## src/rtl/alu_pkg.sv

```systemverilog
// Shared definitions for the ALU operand/result path.
//   MAX_CH   : largest supported channel count for shared muxes
//   sel_t    : channel index wide enough for MAX_CH channels
//   next_idx : modulo-n increment of a channel index
package alu_pkg;

  localparam int MAX_CH   = 16;
  localparam int MAX_SELW = $clog2(MAX_CH);

  typedef logic [MAX_SELW-1:0] sel_t;

  function automatic int next_idx(input int idx, input int n);
    return (idx + 1 >= n) ? 0 : idx + 1;
  endfunction

endpackage

```

## src/rtl/rr_mux_reg_pick.sv

```systemverilog
// Rotating-priority encoder: returns the first set bit of valid, scanning
// upward from ptr and wrapping modulo N.
//   valid : per-channel request
//   ptr   : index with highest priority (must be < N)
//   found : at least one request is set
//   idx   : index of the winning request (0 when found=0)
module rr_pick #(
  parameter  int N    = 4,
  localparam int SELW = $clog2(N)
) (
  input  logic [N-1:0]    valid,
  input  logic [SELW-1:0] ptr,
  output logic            found,
  output logic [SELW-1:0] idx
);

  // Scan from the lowest priority to the highest so the last hit wins.
  always_comb begin
    int c;
    found = 1'b0;
    idx   = '0;
    for (int k = N - 1; k >= 0; k--) begin
      c = int'(ptr) + k;
      if (c >= N) c = c - N;
      if (valid[c[SELW-1:0]]) begin
        found = 1'b1;
        idx   = c[SELW-1:0];
      end
    end
  end

endmodule

```

## src/rtl/rr_mux_reg.sv

```systemverilog
// N-input WIDTH-bit mux with a registered output and valid/ready on every
// channel. Selection is round-robin among valid inputs or a forced index.
//   clk, rst            : clock, async active-high reset
//   in_data/in_valid    : channel i data at [i*WIDTH +: WIDTH], request
//   in_ready            : channel i accepted this cycle (one-hot or zero)
//   force_en/force_sel  : forced-select mode and its channel index
//   out_data/out_sel    : registered data and the channel that supplied it
//   out_valid/out_ready : output handshake
module rr_mux_reg
  import alu_pkg::*;
#(
  parameter  int WIDTH = 32,
  parameter  int N     = 4,
  localparam int SELW  = $clog2(N)
) (
  input  logic                 clk,
  input  logic                 rst,
  input  logic [N*WIDTH-1:0]   in_data,
  input  logic [N-1:0]         in_valid,
  output logic [N-1:0]         in_ready,
  input  logic                 force_en,
  input  logic [SELW-1:0]      force_sel,
  output logic [WIDTH-1:0]     out_data,
  output logic [SELW-1:0]      out_sel,
  output logic                 out_valid,
  input  logic                 out_ready
);

  if (N < 2 || N > MAX_CH) begin : g_bad_n
    $error("rr_mux_reg: N must be in 2..%0d", MAX_CH);
  end

  logic             can_load;
  logic             pick_found;
  logic [SELW-1:0]  pick_idx;
  logic             grant_vld;
  logic [SELW-1:0]  grant_idx;
  logic [WIDTH-1:0] grant_data;
  logic [SELW-1:0]  rr_ptr;

  rr_pick #(.N(N)) u_pick (
    .valid (in_valid),
    .ptr   (rr_ptr),
    .found (pick_found),
    .idx   (pick_idx)
  );

  // Empty, or being drained this cycle: one transfer per cycle sustained.
  assign can_load = !out_valid || out_ready;

  // Forced mode matches force_sel against each legal index, so an
  // out-of-range select simply never matches and never grants.
  always_comb begin
    grant_vld = 1'b0;
    grant_idx = '0;
    if (force_en) begin
      for (int i = 0; i < N; i++) begin
        if (force_sel == SELW'(i) && in_valid[i]) begin
          grant_vld = 1'b1;
          grant_idx = SELW'(i);
        end
      end
    end else begin
      grant_vld = pick_found;
      grant_idx = pick_idx;
    end
  end

  always_comb begin
    in_ready   = '0;
    grant_data = '0;
    for (int i = 0; i < N; i++) begin
      if (grant_idx == SELW'(i)) begin
        grant_data = in_data[i*WIDTH +: WIDTH];
        in_ready[i] = !rst && can_load && grant_vld;
      end
    end
  end

  always_ff @(posedge clk or posedge rst) begin
    if (rst) begin
      out_data  <= '0;
      out_sel   <= '0;
      out_valid <= 1'b0;
      rr_ptr    <= '0;
    end else if (can_load && grant_vld) begin
      out_data  <= grant_data;
      out_sel   <= grant_idx;
      out_valid <= 1'b1;
      if (!force_en) rr_ptr <= SELW'(next_idx(int'(grant_idx), N));
    end else if (out_valid && out_ready) begin
      out_valid <= 1'b0;
    end
  end

endmodule

```

## config.mk

```make
export PLATFORM = sky130hd
export DESIGN_NAME = rr_mux_reg
export DESIGN_NICKNAME = d
export VERILOG_FILES = /design/src/rtl/alu_pkg.sv /design/src/rtl/rr_mux_reg_pick.sv /design/src/rtl/rr_mux_reg.sv
export SDC_FILE = /design/constraint.sdc
export NUM_CORES = 1
export LEC_CHECK = 0
export ABC_CLOCK_PERIOD_IN_PS = 6950
export CAP_MARGIN = 20
export CORE_UTILIZATION = 40
export CTS_CLUSTER_DIAMETER = 60
export DETAILED_ROUTE_END_ITERATION = 8
export PLACE_DENSITY = 0.86
export REMOVE_ABC_BUFFERS = 1
export SLEW_MARGIN = 40
export SYNTH_ARGS = -nofsm -noshare
export SYNTH_HDL_FRONTEND = slang
export SYNTH_SLANG_ARGS = --single-unit
export TNS_END_PERCENT = 1
```

## constraint.sdc

```tcl
create_clock -name clk -period 6.95 [get_ports clk]
set_input_delay 0.695 -clock clk [delete_from_list [all_inputs] [get_ports clk]]
set_output_delay 0.695 -clock clk [all_outputs]
set_load 0.02 [all_outputs]
```

==> results.py, run 1 <==
metrics = {
    "timing": {
        "setup_tns_ns": 0,
        "clock_skew_ns": 0.00599,
        "slew_headroom": 0.488,
        "setup_violations": 0,
        "hold_violations": 0,
        "worst_pin_slew_ns": 0.767,
        "fin_crit_ns": 4.74,
        "rsz0062_at_grt": "false",
        "finalCritPeriodShare": 0.682,
        "fmaxAchievable_mhz": 211,
        "slew_violations": 0,
        "holdWs_ns": 0.512,
    },
    "placement": {
        "gp_congestion": 0.951,
        "dp_hpwl_mm": 6.46,
        "placed_cell_area_um2": 4550,
        "numPortBuffers": 176,
    },
    "pwr": {
        "switching_share": 0.371,
        "powerDensity_nw_per_um2": 328,
        "finalPower_mw": 1.54,
        "ir_worst_vdd_v": 0.000177,
        "p_clk_frac": 0.142,
        "leakage_nw": 1.84,
        "seqPwrFrac": 0.251,
        "p_switching_uw": 572,
        "p_int_uw": 969,
        "combinationalPowerShare": 0.607,
    },
    "cells_and_area": {
        "final_core_util": 0.719,
        "fin_area_um2": 4700,
        "antennaDiodeCount": 0,
        "area_delta_synth_final_pct": 69.2,
        "drive_gt1_frac": 0.127,
        "nets": 582,
        "fillers": 506,
    },
    "synth": {
        "synth.most_common_cell": "dfrtp_1",
        "async_flop_share": 1.00,
        "yosys.area_share.adder": 0.0180,
        "synth_flop_cell": "dfrtp_1",
        "synth_area_um2": 2780,
        "ys_ff_latch": 37,
        "synth-xor-area-share": 0,
        "synth_top_area_frac": 0.334,
        "synth_area_per_cell_um2": 9.84,
        "synth_commonest_cells": "dfrtp_1, nand2_1, nor2b_1",
        "ys_warn_count": 0,
        "netlist_instances": 282,
        "synthSimpleGateAreaFrac": 0.169,
        "synth_mux_area_frac": 0.197,
        "synth_area_leaders": "dfrtp_1, mux2_4, a221oi_1",
        "yosysSeqAreaShare": 0.334,
        "synth_top_family_by_area": "compound AO/OA/AOI/OAI gates",
        "synth_compound_area_frac": 0.227,
        "synth_top_cell_by_area": "dfrtp_1",
        "synth-edff-count": 0,
        "synth_cell_types": 34,
    },
    "grt": {
        "antenna_found_initial": 0,
        "grt_pass1_vias": 2855,
        "grt.total_usage": 0.237,
        "grt_max_degree": 66,
        "grt-ovfl-total": 0,
        "grt_pass1_wl_mm": 13.8,
    },
    "die": {
        "rows": 29,
        "dieArea_um2": 7280,
        "initial_core_util": 0.425,
        "die_w_um": 85.3,
        "core_um2": 6530,
        "die_h_um": 85.3,
        "io_pins": 177,
    },
    "clock_tree": {
        "cts.clk_slew.worst_paths_ns": 0.08,
        "cts-hold-fix-buffers": 0,
        "clk_latency_ns": 0.28,
        "cts.sinks": 37,
        "cts_tree": "yes",
        "cts_resized": 0,
        "clk_path_buf_depth": 2,
        "cts-htree-levels": 2,
        "root_buffer": "clkbuf_8",
        "post_cts_buffers": 0,
        "tritoncts.num_buffers": 5,
    },
    "routing": {
        "drt-initial-drc-count": 95,
        "drcViolationCount": 0,
        "dr_total_vias": 2879,
        "vias_per_cell": 5.56,
        "routedWlPerCell_um": 16.9,
        "wl_mm": 8.75,
        "dr.pass1.iters": 4,
        "ant_nets": 0,
    },
    "worst_setup_path": {
        "crit_path_end_kind": "output pin",
        "path_class": "in -> out",
        "cp_max_fo": 20,
        "rrSetupSlack_ns": 3.12,
        "required_ns": 6.25,
        "start_kind": "input port",
        "crit_arrival_ns": 4.05,
    },
    "run": {
        "cap_violations": 0,
    },
    "outcome": {
        "status": "finished, final reports clean",
    },
    "hold_path": {
        "hold_path_class": "reg -> reg",
    },
}
-- layout make-up --
cell class              count  area (µm²)  area share
multi-input cells         211        1730       0.368
clock buffers               5        68.8      0.0147
clock inverters             3        65.1      0.0139
well taps                  77        96.3      0.0205
repair buffers            180        1790       0.382
inverters                   5        18.8     0.00400
flip-flops and latches     37         926       0.197
-- worst max-delay path: stages --
cell and delay (ns):
clkdlybuf4s50_1 0.65, nor2_1 0.10, a2111o_1 0.44, o311a_1 0.19, inv_1 0.16, ha_1 0.68, buf_4 0.36, and3_1 0.18
clkdlybuf4s50_1 0.60
-- flip-flops by register name, summed over array words and instances (netlist names) --
signal	count
out_data	32
out_sel	2
rr_ptr	2
out_valid	1
-- path summary, 6_finish.rpt --
check,start,to,cells after the start
min reg2reg,out_data[14]$_DFFE_PP0P_,out_data[14]$_DFFE_PP0P_,1
max in group asynchronous,rst,out_data[8]$_DFFE_PP0P_,3
min,out_data[14]$_DFFE_PP0P_,out_data[14]$_DFFE_PP0P_,1
max,in_valid[1],in_ready[1],9
max reg2reg,rr_ptr[1]$_DFFE_PP0P_,out_data[5]$_DFFE_PP0P_,11
min in group asynchronous,rst,out_valid$_DFFE_PP0P_,2
-- logic make-up (layout without fill, tap and decap cells) --
| kind of cell | Yosys count | in the layout |
|---|---|---|
| and+or+nand+nor | 89 | 89 |
| AOI/OAI and AO/OA | 80 | 80 |
| muxes | 38 | 38 |
| DFF | 37 | 37 |
| buffers and inverters | 34 | 193 |
| adders and majority gates | 4 | 4 |
-- through the flow --
step | cells | setup WS, ns
after floorplan | 253 | 3.21
after global placement | 510 | 2.26
after detailed placement | 510 | 1.92
after CTS | 518 | 2.16
after global routing | 518 | 2.01
final | 518 | 2.21
-- layer usage --
layer	routed length, µm	track usage	part of all wire
met5	0	0	0
met3	753	0.0613	0.086
met2	4360	0.433	0.50
met1	3520	0.281	0.40
met4	112	0.0455	0.013
-- power by group through the flow --
stage / logic (mW) / clock network, mW / registers (mW)
2_1_floorplan: 0.424 / 0 / 0.495
5_1_grt: 0.998 / 0.235 / 0.400
3_3_place_gp: 0.911 / 0 / 0.381
6_report: 0.936 / 0.219 / 0.386
3_5_place_dp: 0.934 / 0 / 0.386
4_1_cts: 0.939 / 0.225 / 0.386
-- cell usage in the layout, fill, tap and decap left out, types with 2 or more instances in the layout --
cell type	netlist	layout
ha_1	4	2
inv_1	5	4
dfrtp_1	37	37
bufinv_16	0	2
ha_4	0	2
mux2_2	9	9
o31ai_1	32	32
a221oi_1	32	32
mux2_4	26	26
mux4_2	2	2
clkdlybuf4s50_1	0	176
clkbuf_8	0	5
nor2b_1	35	34
o21ai_0	3	3
nand2_1	36	36
buf_4	0	4
nand3_1	2	2
a21oi_1	6	6
nor2_1	3	3
and3_1	4	4
nand2b_1	3	3
(Power assumes the default switching activity.)
==> run 2: changes to the inputs <==
ABC_CLOCK_PERIOD_IN_PS = 4800   (was 6950)
CORE_UTILIZATION = 37   (was 40)
PLACE_DENSITY = 0.8   (was 0.86)
clock period = 4.8 ns   (was 6.95 ns; I/O delays follow)
==> run 2 against run 1 <==
  * Total power rose by 43%
  * Largest power group unchanged
  * Sequential share of layout area decreased by 0.068 points
  * Sequential power rose by 45%
  * Largest cell class unchanged
  * Final cell count is 5.0% higher
  * Critical endpoint unchanged
  * Global-route usage decreased by 0.59 points
  * Via count is 1.7% higher
==> results.py, run 2 (synthesis gave the netlist of run 1 again) <==
metrics = {
    "outcome": {
        "status": "finished, final reports clean",
    },
    "worst_setup_path": {
        "path_class": "in -> out",
        "required_ns": 4.32,
        "start_kind": "input port",
        "cpPeakStageDelay_ns": 0.64,
        "cp_max_fo": 16,
        "crit_arrival_ns": 3.41,
        "crit_chain": "clkdlybuf4s50_1, inv_1, nor2_1, a221oi_1, o32ai_1, inv_1, ha_1, and3_1, clkdlybuf4s50_1",
        "crit_path_end_kind": "output pin",
        "cp_num_buf_inv": 4,
        "cp_slowest_cell": "clkdlybuf4s50_1",
        "crit_family": "buffers and inverters",
    },
    "routing": {
        "wl_mm": 9.24,
        "drt-initial-drc-count": 137,
        "routed-wl-met3_um": 755,
        "drcViolationCount": 0,
        "dr.pass1.iters": 4,
        "ant_nets": 0,
        "drt-met1-wl_mm": 3.61,
        "vias_per_cell": 5.38,
        "routedWlPerCell_um": 17.0,
        "dr_total_vias": 2928,
        "dr.max_layer_used": "met4",
        "route.met2.wl_mm": 4.75,
    },
    "cells_and_area": {
        "regArea_um2": 926,
        "drive_gt1_frac": 0.133,
        "fin_area_um2": 4710,
        "nets": 586,
        "final_cell_mix": "clkdlybuf4s50_1, dfrtp_1, nand2_1",
        "largest_reg_flops": 32,
        "antennaDiodeCount": 0,
        "instances_no_fill": 544,
        "fillers": 589,
        "area_delta_synth_final_pct": 69.8,
        "top_register": "out_data",
        "reg_top3": "out_data: 32 flops, out_sel: 2 flops, rr_ptr: 2 flops",
        "layout_commonest_cell": "clkdlybuf4s50_1",
        "multi_input_area_um2": 1700,
    },
    "grt": {
        "grt.total_usage": 0.231,
        "grt_pass1_vias": 2901,
        "grt_pass1_wl_mm": 14.0,
        "grt_max_degree": 65,
        "antenna_found_initial": 0,
        "grt-ovfl-total": 0,
    },
    "timing": {
        "finalCritPeriodShare": 0.810,
        "setup_violations": 0,
        "slew_violations": 0,
        "holdWs_ns": 0.492,
        "clock_skew_ns": 0.00846,
        "fmaxAchievable_mhz": 257,
        "hold_violations": 0,
        "rsz0062_at_grt": "false",
        "slew_headroom": 0.571,
        "setup_tns_ns": 0,
        "worst_pin_slew_ns": 0.639,
        "fin_crit_ns": 3.89,
    },
    "pwr": {
        "finalPower_mw": 2.20,
        "leakage_nw": 1.84,
        "ir_worst_vdd_v": 0.000223,
        "powerDensity_nw_per_um2": 466,
    },
    "die": {
        "dieArea_um2": 7850,
        "rows": 31,
        "initial_core_util": 0.383,
        "core_um2": 7250,
        "die_h_um": 88.6,
        "die_w_um": 88.6,
        "io_pins": 177,
    },
    "clock_tree": {
        "cts-hold-fix-buffers": 0,
        "cts.sinks": 37,
        "clk_latency_ns": 0.29,
        "cts_resized": 0,
        "post_cts_buffers": 0,
        "cts-htree-levels": 2,
        "cts.clk_slew.worst_paths_ns": 0.09,
        "root_buffer": "clkbuf_8",
        "tritoncts.num_buffers": 5,
        "cts_tree": "yes",
        "clk_path_buf_depth": 2,
    },
    "placement": {
        "placed_cell_area_um2": 4590,
        "gp_congestion": 0.877,
        "dp_hpwl_mm": 6.90,
        "numPortBuffers": 176,
        "dp_cells": 536,
    },
    "run": {
        "cap_violations": 0,
    },
    "hold_path": {
        "hold_path_class": "in -> async",
    },
}
[run 2: changes by cell type in the layout (fill, tap and decap cells not counted)]
cell and delta:
clkinv_2 -1, ha_2 +2, o32ai_2 -1, bufinv_16 -1
buf_4 +4, o32ai_1 +1, ha_4 -2, clkbuf_8 +1
clkinvlp_4 +1
[run 2: final cells by class]
type                       instances  area share
clock buffer                       6      0.0175
tap                               99      0.0263
multi-input combinational        211       0.361
clock inverter                     2     0.00797
inverter                           5     0.00398
sequential                        37       0.196
timing repair buffer             184       0.387
[run 2: metrics by stage]
step | util | worst slack, ns
after floorplan | - | 1.27
after CTS | 0.650 | 0.897
after global routing | 0.650 | 0.719
after global placement | 0.633 | 0.940
final | 0.650 | 0.914
after detailed placement | 0.633 | 0.708
[run 2: path summary, 6_finish.rpt]
check / endpoint / start / slack [ns] / depth (start not counted)
min in group clk: out_data[18]$_DFFE_PP0P_ / out_data[18]$_DFFE_PP0P_ / 0.51 / 1
max: in_ready[1] / in_valid[2] / 0.91 / 9
max reg2reg: out_data[10]$_DFFE_PP0P_ / rr_ptr[1]$_DFFE_PP0P_ / 1.33 / 12
min reg2reg: out_data[18]$_DFFE_PP0P_ / out_data[18]$_DFFE_PP0P_ / 0.51 / 1
min: out_data[15]$_DFFE_PP0P_ / rst / 0.49 / 2
max in group asynchronous: out_data[18]$_DFFE_PP0P_ / rst / 3.61 / 3
[run 2: report_power, final]
part | internal, mW | switching (mW)
Combinational | 0.735 | 0.613
Clock | 0.169 | 0.119
Sequential | 0.459 | 0.100
Total | 1.36 | 0.832
[run 2: per-layer routing]
layer  track usage  vias to the layer above
met5             0                        -
met4        0.0689                        0
met3        0.0485                        8
met2         0.424                      136
met1         0.268                     1404
li1              -                     1380
==> run 3: changes to the inputs <==
ABC_CLOCK_PERIOD_IN_PS = 3900   (was 4800)
clock period = 3.9 ns   (was 4.8 ns; I/O delays follow)
==> run 3 against run 2 <==
  * Combinational power increased by 24%
  * Clock skew decreased by 0.0055 ns
  * Non-clock buffer count increased by 3
  * Hold slack got worse by 0.12 ns
  * Sequential power increased by 22%
  * Critical path depth decreased by 1
  * Global-route usage decreased by 0.60 points
  * Worst setup slack got worse by 0.26 ns
  * Critical endpoint unchanged
  * Largest power group unchanged
  * Highest routed layer unchanged
==> results.py, run 3 (synthesis gave the netlist of run 1 again) <==
metrics = {
    "grt": {
        "grt-ovfl-total": 0,
        "grt.total_usage": 0.225,
        "antenna_found_initial": 0,
        "grt_pass1_vias": 2863,
        "grt_pass1_wl_mm": 13.6,
        "grt_max_degree": 65,
    },
    "clock_tree": {
        "cts.clk_slew.worst_paths_ns": 0.07,
        "root_buffer": "clkbuf_8",
        "cts_tree": "yes",
        "tritoncts.num_buffers": 5,
        "clk_path_buf_depth": 2,
        "clk_latency_ns": 0.28,
        "cts-hold-fix-buffers": 0,
        "post_cts_buffers": 0,
        "cts.sinks": 37,
        "cts-htree-levels": 2,
        "cts_resized": 0,
    },
    "worst_setup_path": {
        "crit_path_end_kind": "output pin",
        "required_ns": 3.51,
        "cp_max_fo": 9,
        "cp_slowest_cell": "clkdlybuf4s50_1",
        "start_kind": "input port",
        "cp_common_cell": "clkdlybuf4s50_1",
        "cpPeakStageDelay_ns": 0.65,
        "path_class": "in -> out",
        "crit_chain": "clkdlybuf4s50_1, nor2_1, a2111o_1, o311a_1, inv_1, ha_1, and3_1, clkdlybuf4s50_1",
        "crit_arrival_ns": 2.86,
        "crit_family": "buffers and inverters",
        "cp_num_buf_inv": 3,
    },
    "pwr": {
        "powerDensity_nw_per_um2": 555,
        "finalPower_mw": 2.60,
        "ir_worst_vdd_v": 0.000276,
        "leakage_nw": 1.84,
    },
    "cells_and_area": {
        "area_delta_synth_final_pct": 68.9,
        "nets": 589,
        "instances_no_fill": 545,
        "fillers": 611,
        "drive_gt1_frac": 0.135,
        "top_register": "out_data",
        "layout_commonest_cell": "clkdlybuf4s50_1",
        "final_cell_mix": "clkdlybuf4s50_1, dfrtp_1, nand2_1",
        "reg_top3": "out_data: 32 flops, out_sel: 2 flops, rr_ptr: 2 flops",
        "largest_reg_flops": 32,
        "antennaDiodeCount": 0,
    },
    "timing": {
        "fin_crit_ns": 3.25,
        "setup_tns_ns": 0,
        "hold_violations": 0,
        "finalCritPeriodShare": 0.833,
        "slew_violations": 0,
        "rsz0062_at_grt": "false",
        "fmaxAchievable_mhz": 308,
        "worst_pin_slew_ns": 0.617,
        "setup_violations": 0,
        "clock_skew_ns": 0.00291,
        "slew_headroom": 0.588,
    },
    "die": {
        "core_um2": 7250,
        "initial_core_util": 0.383,
        "die_w_um": 88.6,
        "io_pins": 177,
        "die_h_um": 88.6,
        "dieArea_um2": 7850,
        "rows": 31,
    },
    "routing": {
        "dr.pass1.iters": 4,
        "routedWlPerCell_um": 16.9,
        "drcViolationCount": 0,
        "drt-initial-drc-count": 144,
        "dr_total_vias": 2959,
        "ant_nets": 0,
        "vias_per_cell": 5.43,
        "wl_mm": 9.22,
    },
    "hold_path": {
        "hold_path_class": "in -> async",
    },
    "placement": {
        "dp_hpwl_mm": 6.84,
        "dp_cells": 539,
        "gp_congestion": 0.841,
        "numPortBuffers": 176,
    },
    "run": {
        "cap_violations": 0,
    },
    "outcome": {
        "status": "finished, final reports clean",
    },
}
## run 3: area by class of cell
| class | instances | area, µm² | area share |
|---|---|---|---|
| repair buffers | 187 | 1840 | 0.393 |
| multi-input cells | 211 | 1700 | 0.363 |
| flip-flops and latches | 37 | 926 | 0.197 |
| well taps | 99 | 124 | 0.0264 |
| clock buffers | 5 | 68.8 | 0.0147 |
| inverters | 5 | 18.8 | 0.00400 |
| clock inverters | 1 | 5.00 | 0.00107 |
## run 3: power by group
group          leakage (nW)  internal [mW]  switching, mW
Sequential            0.452          0.566          0.119
Clock                0.0399          0.118          0.133
Combinational          1.35          0.914          0.752
Total                  1.84           1.60           1.00
## run 3: stage by stage
stage	instance area, µm²	worst slack (ns)	hold WS (ns)	util
2_1_floorplan	2640	0.450	0.591	-
3_3_place_gp	4610	0.579	0.489	0.636
3_5_place_dp	4610	0.482	0.493	0.636
4_1_cts	4690	0.650	0.363	0.646
5_1_grt	4690	0.501	0.393	0.646
6_report	4690	0.652	0.369	0.646
## run 3: routing by layer
metal | vias to the layer above | wire length (µm) | track usage
met5 | - | 0 | 0
met2 | 136 | 4610 | 0.392
li1 | 1387 | - | -
met3 | 18 | 798 | 0.0653
met4 | 0 | 134 | 0.0616
met1 | 1418 | 3680 | 0.270
## run 3: path summary, 6_finish.rpt
check | slack, ns | cells after the start | start | endpoint
max | 0.65 | 8 | in_valid[1] | in_ready[1]
min | 0.37 | 2 | rst | out_data[16]$_DFFE_PP0P_
max reg2reg | 0.92 | 12 | rr_ptr[1]$_DFFE_PP0P_ | out_data[0]$_DFFE_PP0P_
min reg2reg | 0.50 | 2 | out_sel[0]$_DFFE_PP0P_ | out_sel[0]$_DFFE_PP0P_
max in group asynchronous | 2.82 | 3 | rst | out_data[7]$_DFFE_PP0P_
min in group clk | 0.50 | 2 | out_sel[0]$_DFFE_PP0P_ | out_sel[0]$_DFFE_PP0P_
## run 3: worst register-to-register path, cell delays in order, from the launching register on
cell	delay, ns
dfrtp_1	0.48
nand2_1	0.14
a21oi_1	0.08
a2111o_1	0.42
o311a_1	0.17
inv_1	0.11
ha_1	0.19
buf_4	0.27
nor2b_2	0.08
buf_4	0.21
a221oi_1	0.34
o31ai_1	0.12
mux2_4	0.28
